--- src/rtl/fifo_read_packer.sv ---
// Packs DATA_WIDTH-wide FIFO entries into BEATS-lane output words, popping at up to one entry per cycle.
// A flush emits a partially assembled word with its lane count. Unused lanes of that word are zero.
`timescale 1ns/1ps
module fifo_read_packer #(
  parameter int DATA_WIDTH  = 8,
  parameter int BEATS       = 4,
  parameter int COUNT_WIDTH = 16
) (
  input  logic                        i_clock,
  input  logic                        i_reset,
  input  logic                        i_fifo_empty,
  input  logic [DATA_WIDTH-1:0]       i_fifo_read_data,
  output logic                        o_fifo_read_increment,
  input  logic                        i_flush,
  output logic [DATA_WIDTH*BEATS-1:0] o_out_data,
  output logic [$clog2(BEATS):0]      o_out_bytes,
  output logic                        o_out_valid,
  input  logic                        i_out_ready,
  output logic [COUNT_WIDTH-1:0]      o_word_count,
  output logic                        o_flush_pending
);
  localparam int BW = $clog2(BEATS);
  localparam int NW = BW + 1;
  localparam logic [BW-1:0] LAST = BW'(BEATS - 1);

  logic [BW-1:0]                        r_beat;
  logic [BEATS-2:0][DATA_WIDTH-1:0]     r_asm;
  logic [DATA_WIDTH*BEATS-1:0]          r_out_data;
  logic [NW-1:0]                        r_out_bytes;
  logic                                 r_out_valid;
  logic                                 r_flush_pending;
  logic [COUNT_WIDTH-1:0]               r_word_count;

  logic                                 w_free;
  logic                                 w_accept;
  logic                                 w_pop;
  logic                                 w_req;
  logic                                 w_full_load;
  logic                                 w_flush_done;
  logic                                 w_xfer;
  logic [NW-1:0]                        w_fill;
  logic [DATA_WIDTH*BEATS-1:0]          w_full_word;
  logic [DATA_WIDTH*BEATS-1:0]          w_part_word;

  // The last lane is only taken when the output register can accept the finished word.
  assign w_free       = !r_out_valid || i_out_ready;
  assign w_accept     = (r_beat < LAST) || w_free;
  assign w_pop        = !i_fifo_empty && w_accept;
  assign w_req        = i_flush || r_flush_pending;
  assign w_full_load  = w_pop && (r_beat == LAST);
  assign w_flush_done = w_req && w_free && !w_full_load;
  assign w_xfer       = r_out_valid && i_out_ready;
  assign w_fill       = NW'(r_beat) + NW'(w_pop);
  assign w_full_word  = {i_fifo_read_data, r_asm};

  // Partial word: assembled lanes below beat_count, the same-cycle pop at lane beat_count, zeros above.
  always_comb begin
    w_part_word = '0;
    for (int i = 0; i < BEATS - 1; i++) begin
      if (i < int'(r_beat)) w_part_word[i*DATA_WIDTH +: DATA_WIDTH] = r_asm[i];
    end
    for (int i = 0; i < BEATS; i++) begin
      if (w_pop && (i == int'(r_beat))) w_part_word[i*DATA_WIDTH +: DATA_WIDTH] = i_fifo_read_data;
    end
  end

  always_ff @(posedge i_clock or posedge i_reset) begin
    if (i_reset) begin
      r_beat          <= '0;
      r_asm           <= '0;
      r_out_data      <= '0;
      r_out_bytes     <= '0;
      r_out_valid     <= 1'b0;
      r_flush_pending <= 1'b0;
      r_word_count    <= '0;
    end else begin
      if (w_full_load) begin
        r_out_data  <= w_full_word;
        r_out_bytes <= NW'(BEATS);
        r_out_valid <= 1'b1;
      end else if (w_flush_done && (w_fill != '0)) begin
        r_out_data  <= w_part_word;
        r_out_bytes <= w_fill;
        r_out_valid <= 1'b1;
      end else if (w_xfer) begin
        r_out_valid <= 1'b0;
      end

      if (w_full_load || w_flush_done) begin
        r_beat <= '0;
      end else if (w_pop) begin
        r_asm[r_beat] <= i_fifo_read_data;
        r_beat        <= r_beat + 1'b1;
      end

      // A full-word load defers the flush, so pending survives until a later free cycle.
      if (w_flush_done)  r_flush_pending <= 1'b0;
      else if (w_req)    r_flush_pending <= 1'b1;

      if (w_xfer) r_word_count <= r_word_count + 1'b1;
    end
  end

  assign o_fifo_read_increment = w_pop;
  assign o_out_data            = r_out_data;
  assign o_out_bytes           = r_out_bytes;
  assign o_out_valid           = r_out_valid;
  assign o_word_count          = r_word_count;
  assign o_flush_pending       = r_flush_pending;
endmodule

--- config.mk ---
export PLATFORM = sky130hd
export DESIGN_NAME = fifo_read_packer
export DESIGN_NICKNAME = d
export VERILOG_FILES = /design/src/rtl/fifo_read_packer.sv
export SDC_FILE = /design/constraint.sdc
export NUM_CORES = 1
export LEC_CHECK = 0
export ABC_AREA = 0
export ABC_CLOCK_PERIOD_IN_PS = 5300
export CELL_PAD_IN_SITES_DETAIL_PLACEMENT = 0
export CELL_PAD_IN_SITES_GLOBAL_PLACEMENT = 2
export CORE_MARGIN = 2
export CORE_UTILIZATION = 35
export CTS_CLUSTER_SIZE = 40
export DETAILED_ROUTE_END_ITERATION = 6
export PLACE_DENSITY_LB_ADDON = 0.1
export SYNTH_ARGS = -nofsm -noshare
export SYNTH_HDL_FRONTEND = slang
export SYNTH_SLANG_ARGS = --single-unit
export TNS_END_PERCENT = 50
--- constraint.sdc ---
create_clock -name i_clock -period 5.3 [get_ports i_clock]
set_input_delay 1.06 -clock i_clock [delete_from_list [all_inputs] [get_ports i_clock]]
set_output_delay 1.06 -clock i_clock [all_outputs]
set_load 0.005 [all_outputs]
# Word level (Yosys, flattened, before mapping)
# Cells that the tools add are included.
# totals
n_memories,0
out_inout_bits,54
latch_bits,0
register_bits,79
ram_bits,0
inputBits,13
elab_cells,69
mem_bits_ro,0
# classes
n_div,0
bitwise,1
muxes,21
n_reduce_logical,25
mul,0
eq_ne,4
shifts,0
order_cmp,6
addsub,3
# op_table
operator,count
two-way mux 32 bit,2
two-way mux 8 bit,8
bitwise mux 24 bit,1
adder 16 x 1 -> 16 bit (second input constant),1
demux 8 bit (select 2 bit),1
logical AND 1 bit,11
two-way mux 3 bit,2
nonzero test 2 bit,3
nonzero test 3 bit,2
two-way mux 1 bit,5
== test 2 bit (first input constant),2
logical OR 1 bit,4
< comparator 1 x 2 -> 1 bit (first input constant),2
two-way mux 2 bit,2
adder 2 x 1 -> 3 bit,1
zero test 1 bit,3
< comparator 2 x 3 -> 1 bit (second input constant),1
adder 2 x 1 -> 2 bit (second input constant),1
== test 1 x 2 -> 1 bit (first input constant),1
== test 2 bit (second input constant),1
>= comparator 2 x 1 -> 1 bit (second input constant),1
zero test 2 bit,1
< comparator 2 bit (first input constant),1
< comparator 2 bit (second input constant),1
other kinds (2),2

# Logic depth before layout (Yosys ltp)
# Gate-level depths: netlist (run 1).
# depth
word_depth,10
ltp_mapped,11
ltp_nobuf,10

# Worst setup path before layout (run 1)
# OpenSTA, ideal clock, no wires.
# synth_timing
path_kind,input -> register
start,input i_out_ready
end,"register r_out_data[24], in the netlist o_out_data[24]"
cell_stages,10
required_ps,5235
setup_time_ps,65
path_buffers,1
path_slack_ps,2246
arrival_ps,2989
cell_sequence,and3b_1 -> or2_2 -> clkinv_1 -> ha_1 -> ha_1 -> nor3_1 -> nor3_2 -> nor2_1 -> buf_2 -> a22o_1
# synth_between
elab_chain_cells,8
word_cells_on_any_way,15
cone_classes,add/sub: 1; mux: 3; reduce/logical: 11
# synth_lines
item,line,source
"start, declared",18,"input logic i_out_ready,"
logical OR 1 bit *,46,assign w_free = !r_out_valid || i_out_ready;
logical OR 1 bit *,47,assign w_accept = (r_beat < LAST) || w_free;
logical AND 1 bit *,48,assign w_pop = !i_fifo_empty && w_accept;
named net o_fifo_read_increment,13,"output logic o_fifo_read_increment,"
"parallel branches: the longest is 5 deep, another holds adder 2 x 1 -> 3 bit",--,
"end signal, assigned",78,r_out_data <= w_full_word;
"end signal, assigned",82,r_out_data <= w_part_word;
"end, declared",28,logic [DATA_WIDTH*BEATS-1:0] r_out_data;
# Mark *: on every way through the listed nets, which the timed path passes. The select of a mux whose other input is x is not followed.
# A chain may end at the register's enable or synchronous reset.

# Worst setup path after layout (run 1)
# layout_timing
start,input i_out_ready
end,"register r_out_bytes[0], in the netlist o_out_bytes[0]"
# layout_between
elab_chain_cells,8
word_cells_on_any_way,13
cone_classes,add/sub: 1; mux: 2; reduce/logical: 10
# layout_lines
item,line,source
logical OR 1 bit *,46,
"parallel branches: the longest is 7 deep, another holds adder 2 x 1 -> 3 bit",--,
"end signal, assigned",79,r_out_bytes <= NW'(BEATS);
"end signal, assigned",83,r_out_bytes <= w_fill;
"end, declared",29,logic [NW-1:0] r_out_bytes;
# Mark *: on every way between the ends. The select of a mux whose other input is x is not followed.

==> results.cfg, run 1 <==
[status]
outcome = finished clean

[detailed_routing]
drt_pass1_iterations = 4
wirelength_um = 9220
routedWlPerCell_um = 17.9
drt_iter0_markers = 171
drc = 0
ant_nets = 0
vias = 2685
vias_per_cell = 5.20

[worst_setup_path]
worstPathMaxFanout = 25
end_kind = flop
crit_required_ns = 5.57
critPathLaunchType = input pin
cp.arrival_ns = 4.35
path_class = input pin to flop

[sta]
clock_skew_ns = 0.0119
slew_viol_final = 0
period_needed_ns = 4.08
worst_slew_pin_slew_ns = 0.994
hold_viol_final = 0
worst_slack_ns = 1.22
setup_viol = 0
fin_setup_tns_ns = 0
rsz0062_at_grt = false
period_share_pct = 77.0
maxSlewHeadroom_pct = 33.6
max_freq_mhz = 245

[final_layout]
finalInstanceArea_sq_um = 4510
final_layout_size_suffix_gt1_share_pct = 12.8
final_nets = 401
antenna_cells = 0
area_growth_pct = 28.4

[floorplan]
dieArea_sq_um = 10900
start_util_pct = 35.9
dieHeight_um = 104
coreArea_sq_um = 9770
die_w_um = 104
core.rowCount = 36
ioPinCount = 67

[global_route]
grt_start_max_net_pins = 43
grt_usage_pct = 17.8
first_global_vias = 2643
antenna_found_initial = 0
gr-total-overflow = 0
grt_pass1_wl_um = 15000

[logic_synthesis]
ys_seq_area_share_pct = 56.3
syn_nets = 334
synthArstFlopShare_pct = 100
syn-cell-area_sq_um = 3510
ys_ff_latch = 79
ys_warn_count = 0
yosys_most_used_dff = dfrtp_1
postSynthAreaPerCell_sq_um = 11.2
synthCells = 313
synth_edf_count = 0
ys_types = 34

[cts]
h-tree-depth = 3
clkTransAtPathRegs_ns = 0.08
cts_setup_buffers = 0
cts.sinks = 79
insertion_delay_ns = 0.34
clock_path_buffers = 2
cts_tree = done
cts_hold_buffers = 0
cts_made_buffers = 9
cts_root_buf = clkbuf_8
cts_resized = 0

[placement]
port_buffers = 66
pre_cts_slack_ns = 0.900
placed_area_sq_um = 4310
gp_congestion = 0.767
hpwl_um = 6030

[power]
p_leak_nw = 1.86
powerDensity_nw_per_um2 = 506
irDropWorstVdd_mv = 0.192

[min_path]
hold_path_class = flop to flop

[run]
maxCapViolCount = 0
-- kinds of logic after synthesis --
| kind of cell | share of synthesized area, % |
|---|---|
| DFF | 56.3 |
| AOI/OAI and AO/OA | 10.9 |
| buffers and inverters | 2.60 |
| xor gates and xnor gates | 3.74 |
| and+or+nand+nor | 15.6 |
| adders and majority gates | 2.85 |
| muxes | 8.02 |
-- Yosys cell counts, drive strengths merged (5+ instances only) --
cell type	count	area, sq um
nand3	20	100
mux2	25	282
a31oi	24	150
xor2	5	43.8
nand2	18	67.6
clkbuf	6	22.5
inv	6	22.5
xnor2	10	87.6
nand4	14	87.6
nor3	29	160
buf	8	42.5
ha	8	100
a22o	10	87.6
nor2	15	56.3
dfrtp	79	1980
o21ai	20	104
-- flip-flops by register name, summed over array words and instances (netlist names) --
name,count
o_out_valid,1
o_word_count,16
o_flush_pending,1
o_out_bytes,3
r_asm,24
r_beat,2
o_out_data,32
-- critical path, cell delays in order --
cell and delay, ns:
clkdlybuf4s50_1 0.52, and3b_1 0.33, or2_2 0.16, clkinv_1 0.26
ha_1 0.31, ha_1 0.30, nor3_1 0.31, nor3_2 0.06
buf_4 0.24, nor2_1 0.56, a22o_1 0.24
-- metrics by stage --
step	cells	power, W	hold slack [ns]	util (%)
after floorplan	313	0.00141	0.458	-
after global placement	502	0.00182	0.455	44.1
after CTS	516	0.00231	0.472	46.1
after detailed placement	502	0.00183	0.461	44.1
after global routing	516	0.00243	0.490	46.1
final	516	0.00228	0.466	46.1
-- report_power, final --
part / leakage [nW] / internal, W / total (W) / switching (W)
clock: 0.0982 / 0.000260 / 0.000477 / 0.000217
combinational: 0.772 / 0.000466 / 0.000826 / 0.000360
sequential: 0.994 / 0.000831 / 0.000980 / 0.000149
-- path summary, 6_finish.rpt --
kind | cells past startpoint | startpoint | slack (ns) | end
worst max register to register | 11 | r_beat[1] | 1.72 | o_out_bytes[0]
min in group asynchronous | 2 | i_reset | 1.14 | o_out_data[14]
worst max-delay path | 11 | i_out_ready | 1.22 | o_out_bytes[0]
max in group asynchronous | 3 | i_reset | 3.19 | o_out_data[6]
worst min register to register | 1 | o_word_count[15] | 0.47 | o_word_count[15]
worst min-delay path | 1 | o_word_count[15] | 0.47 | o_word_count[15]
-- final cells by class --
| cell class | instances | area (sq um) |
|---|---|---|
| Sequential cell | 79 | 1980 |
| Fill cell | 954 | 5270 |
| Tap cell | 133 | 166 |
| Clock inverter | 4 | 72.6 |
| Clock buffer | 10 | 128 |
| Timing Repair Buffer | 70 | 691 |
| Inverter | 7 | 27.5 |
| Multi-Input combinational cell | 213 | 1450 |
-- cells in the final DEF, fill, tap and decap left out, types with 2 or more instances in the layout --
cell type,count
o21ai_0,17
nand3_1,20
mux2_2,23
nand2_1,18
nor2_1,14
dfrtp_1,79
and3_1,2
a22o_1,10
xor2_1,5
bufinv_16,2
clkdlybuf4s50_1,66
buf_4,4
o31a_1,2
nand2b_1,2
inv_1,5
nor3_2,3
clkinv_2,2
clkbuf_8,9
nand4_1,14
o21ai_1,2
mux2_1,2
ha_1,8
xnor2_1,10
nor3_1,26
a31oi_1,24
-- per-layer routing --
layer / vias up / GRT usage (%) / wire (um)
met5: - / 0 / 0
met4: 0 / 7.72 / 191
met3: 15 / 2.69 / 294
met2: 64 / 26.6 / 4120
met1: 1326 / 25.6 / 4610
li1: 1280 / - / -
Note: power is estimated with default switching activity, not from simulation.
==> inputs of run 2 (changes only) <==
ABC_CLOCK_PERIOD_IN_PS = 4250   (was 5300)
CORE_UTILIZATION = 33   (was 35)
clock period = 4.25 ns   (was 5.3 ns; I/O delays follow)
==> run 2 against run 1 <==
  * Total power rose by 29%
  * Combinational power rose by 28%
  * Sequential cell count did not move
  * Sequential power rose by 24%
  * Register-to-register slack got worse by 0.71 ns
  * Sequential share of layout area fell by 0.98 points
  * Count of clock-buffer cells in the layout rose by 1
  * Critical path type is now input pin to output pin
==> results.cfg, run 2 (synthesis results as in run 1) <==
[placement]
port_buffers = 66
gp_congestion = 0.812
hpwl_um = 6460

[cts]
cts.sinks = 79
cts_setup_buffers = 0
cts_root_buf = clkbuf_8
cts_resized = 0
cts_hold_buffers = 0
clock_path_buffers = 2
clkTransAtPathRegs_ns = 0.08
cts_made_buffers = 9
h-tree-depth = 3
cts_tree = done
insertion_delay_ns = 0.34

[worst_setup_path]
cp.arrival_ns = 2.67
cp_cell_sequence = clkdlybuf4s50_1, and3b_1, or2_2, clkinv_1, buf_4, clkdlybuf4s50_1
crit_top_cell = clkdlybuf4s50_1
end_kind = output pin
path_class = input pin to output pin
crit_required_ns = 3.40
critical_path.slowest_cell = clkdlybuf4s50_1
critPathLaunchType = input pin
worstPathMaxFanout = 9
worst-path-buf-inv = 4
critPathTopFamily = buffers and inverters
cp_slowest_stage_delay_ns = 0.53

[detailed_routing]
routedWlPerCell_um = 18.1
drc = 0
drt_iter0_markers = 129
wirelength_um = 9540
vias = 2711
ant_nets = 0
vias_per_cell = 5.13
drt_pass1_iterations = 4

[final_layout]
antenna_cells = 0
area_growth_pct = 31.3
mostFrequentLayoutCells = dfrtp_1 (79), clkdlybuf4s50_1 (66), nor3_1 (26)
final_util_pct = 44.7
final_layout_size_suffix_gt1_share_pct = 14.5
final_nets = 409
largest_register_ffs = 32
layout.cells.most_common = dfrtp_1

[sta]
clock_skew_ns = 0.0119
max_freq_mhz = 284
rsz0062_at_grt = false
setup_viol = 0
slew_viol_final = 0
fin_setup_tns_ns = 0
worst_slew_pin_slew_ns = 0.853
period_share_pct = 82.8
fin_worst_hold_slack_ns = 0.491
period_needed_ns = 3.52
maxSlewHeadroom_pct = 43.0
hold_viol_final = 0

[global_route]
grt_usage_pct = 17.9
grt_use_met3_pct = 2.92
met2_usage_pct = 27.2
grt.met1_usage_pct = 26.1
first_global_vias = 2789
grt.busiest_layer = met2
antenna_found_initial = 0
grt_pass1_wl_um = 15700
grt_start_max_net_pins = 33
gr-total-overflow = 0

[status]
outcome = finished clean

[power]
power_frac_comb_pct = 36.1
p_switching_w = 0.000907
p_leak_nw = 1.92
seqPwrFrac_pct = 41.5
power_switching_share_pct = 30.9
pwr-share-clk_pct = 22.4
powerDensity_nw_per_um2 = 636
p_int_w = 0.00203
irDropWorstVdd_mv = 0.215

[min_path]
hold_path_class = flop to flop

[floorplan]
dieArea_sq_um = 11500
dieHeight_um = 107
start_util_pct = 34.0
coreArea_sq_um = 10300
die_w_um = 107
core.rowCount = 37
ioPinCount = 67

[run]
maxCapViolCount = 0
run 2: cell count changes in the layout (fill, tap and decap cells not counted):
cell | previous run | this run
buf_12 | 0 | 1
buf_4 | 4 | 11
bufinv_16 | 2 | 3
clkbuf_1 | 1 | 2
clkinvlp_4 | 1 | 0
run 2: area by class of cell:
class | count | area [sq um]
timing repair buffer | 78 | 763
clock buffer | 11 | 131
multi-input combinational | 213 | 1450
clock inverter | 4 | 95.1
tap | 136 | 170
inverter | 7 | 27.5
fill | 1023 | 5710
sequential | 79 | 1980
run 2: power groups by stage:
stage	logic, W	registers (W)	clock network [W]
3_5_place_dp	0.00107	0.00123	0
6_report	0.00106	0.00122	0.000656
3_3_place_gp	0.00107	0.00123	0
4_1_cts	0.00108	0.00122	0.000675
2_1_floorplan	0.000547	0.00121	0
5_1_grt	0.00118	0.00126	0.000703
run 2: final timing paths:
check	depth (start not counted)	end	from	slack, ns
min in group asynchronous	2	o_word_count[11]	i_reset	0.76
worst max-delay path	6	o_fifo_read_increment	i_out_ready	0.73
worst min register to register	1	o_word_count[15]	o_word_count[15]	0.49
max in group asynchronous	3	o_out_data[26]	i_reset	2.76
worst max register to register	11	o_out_bytes[1]	r_beat[0]	1.01
worst min-delay path	1	o_word_count[15]	o_word_count[15]	0.49
run 2: routing by layer:
layer / vias up / part of all wire [%]
li1: 1300 / -
met1: 1349 / 50
met2: 55 / 46
met3: 7 / 3.2
met4: 0 / 0.86
met5: - / 0
run 2: through the flow:
step	worst slack (ns)	power (W)	std cells	cell area, sq um
after CTS	0.727	0.00297	528	4610
after global routing	0.680	0.00315	528	4610
final	0.733	0.00293	528	4610
after global placement	0.529	0.00230	513	4380
after detailed placement	0.503	0.00231	513	4380
after floorplan	1.38	0.00176	313	3510
run 2: worst reg2reg max path: cells and delay by family, from the launching register on:
kind            cells  cell delay [ns]
simple gates        5             1.30
fa+ha+maj           3             0.87
flops               1             0.48
buf+inv             2             0.29
compound gates      1             0.18
==> inputs of run 3 (changes only) <==
ABC_CLOCK_PERIOD_IN_PS = 3490   (was 4250)
clock period = 3.49 ns   (was 4.25 ns; I/O delays follow)
==> run 3 against run 2 <==
  * Total power is 18% higher
  * Core utilization is 0.32 points lower
  * Cell count is 0.19% higher
  * Count of clock-buffer cells in the layout is 2 lower
  * First-iteration DRC count is 26% lower
  * Non-clock buffer count is 1 higher
  * Critical path type is now flop to output pin
  * Sequential share of layout area is 0.30 points higher
  * Worst setup slack worse by 0.47 ns
  * Wire length is 0.75% lower
  * Sequential cell count stayed put
  * Global-route usage is 0.081 points lower
==> results.cfg, run 3 (synthesis results as in run 1) <==
[detailed_routing]
drt_pass1_iterations = 4
drt_iter0_markers = 95
ant_nets = 0
vias_per_cell = 5.14
drc = 0
wirelength_um = 9470
vias = 2721
routedWlPerCell_um = 17.9

[sta]
maxSlewHeadroom_pct = 50.8
rsz0062_at_grt = false
slew_viol_final = 0
clock_skew_ns = 0.0133
hold_viol_final = 0
worst_slew_pin_slew_ns = 0.733
setup_viol = 0
period_needed_ns = 3.23
max_freq_mhz = 310
period_share_pct = 92.5
fin_setup_tns_ns = 0

[cts]
clkTransAtPathRegs_ns = 0.08
insertion_delay_ns = 0.35
clock_path_buffers = 2
cts_setup_buffers = 0
h-tree-depth = 3
cts_root_buf = clkbuf_8
cts.sinks = 79
cts_resized = 0
cts_tree = done
cts_made_buffers = 9
cts_hold_buffers = 0

[worst_setup_path]
path_class = flop to output pin
r2r_slack_ns = 0.48
worstPathMaxFanout = 9
cp.arrival_ns = 2.53
critPathLaunchType = flop
r2r_end = o_out_data[29]
r2r.worst_path.cells = 12
crit_required_ns = 2.79
timing.rr.start = r_beat[0]
end_kind = output pin

[final_layout]
final_layout_size_suffix_gt1_share_pct = 15.3
final_nets = 410
largest_register_ffs = 32
layout.cells.most_common = dfrtp_1
nFillCells = 988
mostFrequentLayoutCells = dfrtp_1 (79), clkdlybuf4s50_1 (66), nor3_1 (26)
area_growth_pct = 30.4
antenna_cells = 0

[global_route]
gr-total-overflow = 0
antenna_found_initial = 0
grt_usage_pct = 17.8
first_global_vias = 2756
grt_pass1_wl_um = 15600
grt_start_max_net_pins = 44

[floorplan]
coreArea_sq_um = 10300
die_w_um = 107
core.rowCount = 37
dieArea_sq_um = 11500
start_util_pct = 34.0
dieHeight_um = 107
ioPinCount = 67

[power]
p_leak_nw = 1.91
powerDensity_nw_per_um2 = 754
finalPower_w = 0.00345
irDropWorstVdd_mv = 0.253

[min_path]
whs_endpoint = o_word_count[15]
hold_start = o_word_count[15]
worstHoldPathCells = 1
hold_path_class = flop to flop

[run]
maxCapViolCount = 0

[status]
outcome = finished clean

[placement]
hpwl_um = 6340
gp_congestion = 0.807
port_buffers = 66
## run 3: changes by cell type in the layout (fill, tap and decap cells not counted), sizes merged
cell,delta
clkinv,+4
bufinv,-2
clkbuf,-2
buf,+1
## run 3: layout make-up
type                            instances  area [sq um]  share of cell area (%)
Clock buffer                            9           124                    2.71
Timing Repair Buffer                   79           771                    16.8
Multi-Input combinational cell        213          1450                    31.6
Tap cell                              136           170                    3.72
Inverter                                7          27.5                   0.601
Sequential cell                        79          1980                    43.2
Clock inverter                          6          62.6                    1.37
## run 3: power by group
group	internal [W]	total (W)	switching (W)
logic	0.000741	0.00130	0.000558
registers	0.00126	0.00148	0.000223
clock network	0.000325	0.000667	0.000342
## run 3: critical path: stages (launching register included)
cell and delay (ns):
dfrtp_1 0.47, ha_1 0.35, and3b_1 0.28, or2_2 0.33
clkinv_1 0.07, buf_4 0.17, clkdlybuf4s50_1 0.51
## run 3: worst max path at each step
stage,end,depth (start not counted),slack [ns],start
finish,o_fifo_read_increment,6,0.26,r_beat[0]
global route,o_fifo_read_increment,6,0.15,r_beat[0]
CTS,o_fifo_read_increment,6,0.24,r_beat[0]
detailed placement,o_out_data[30],12,0.22,i_out_ready
global placement,o_out_data[28],12,0.27,i_out_ready
floorplan,o_flush_pending,1,0.77,i_reset
## run 3: per-stage QoR
stage	hold WS [ns]	util, %	instances	worst slack [ns]	area, sq um
after global routing	0.503	44.3	529	0.151	4580
after detailed placement	0.473	42.5	514	0.217	4390
final	0.477	44.3	529	0.263	4580
after floorplan	0.458	-	313	0.769	3510
after CTS	0.485	44.3	529	0.243	4580
after global placement	0.455	42.5	514	0.274	4390
## run 3: layer usage
metal | GRT usage [%] | wire [um] | part of all wire (%) | vias up
met4 | 4.82 | 97 | 1.0 | 0
met3 | 4.07 | 369 | 3.9 | 9
li1 | - | - | - | 1303
met5 | 0 | 0 | 0 | -
met1 | 26.1 | 4780 | 50 | 1354
met2 | 26.4 | 4220 | 45 | 55
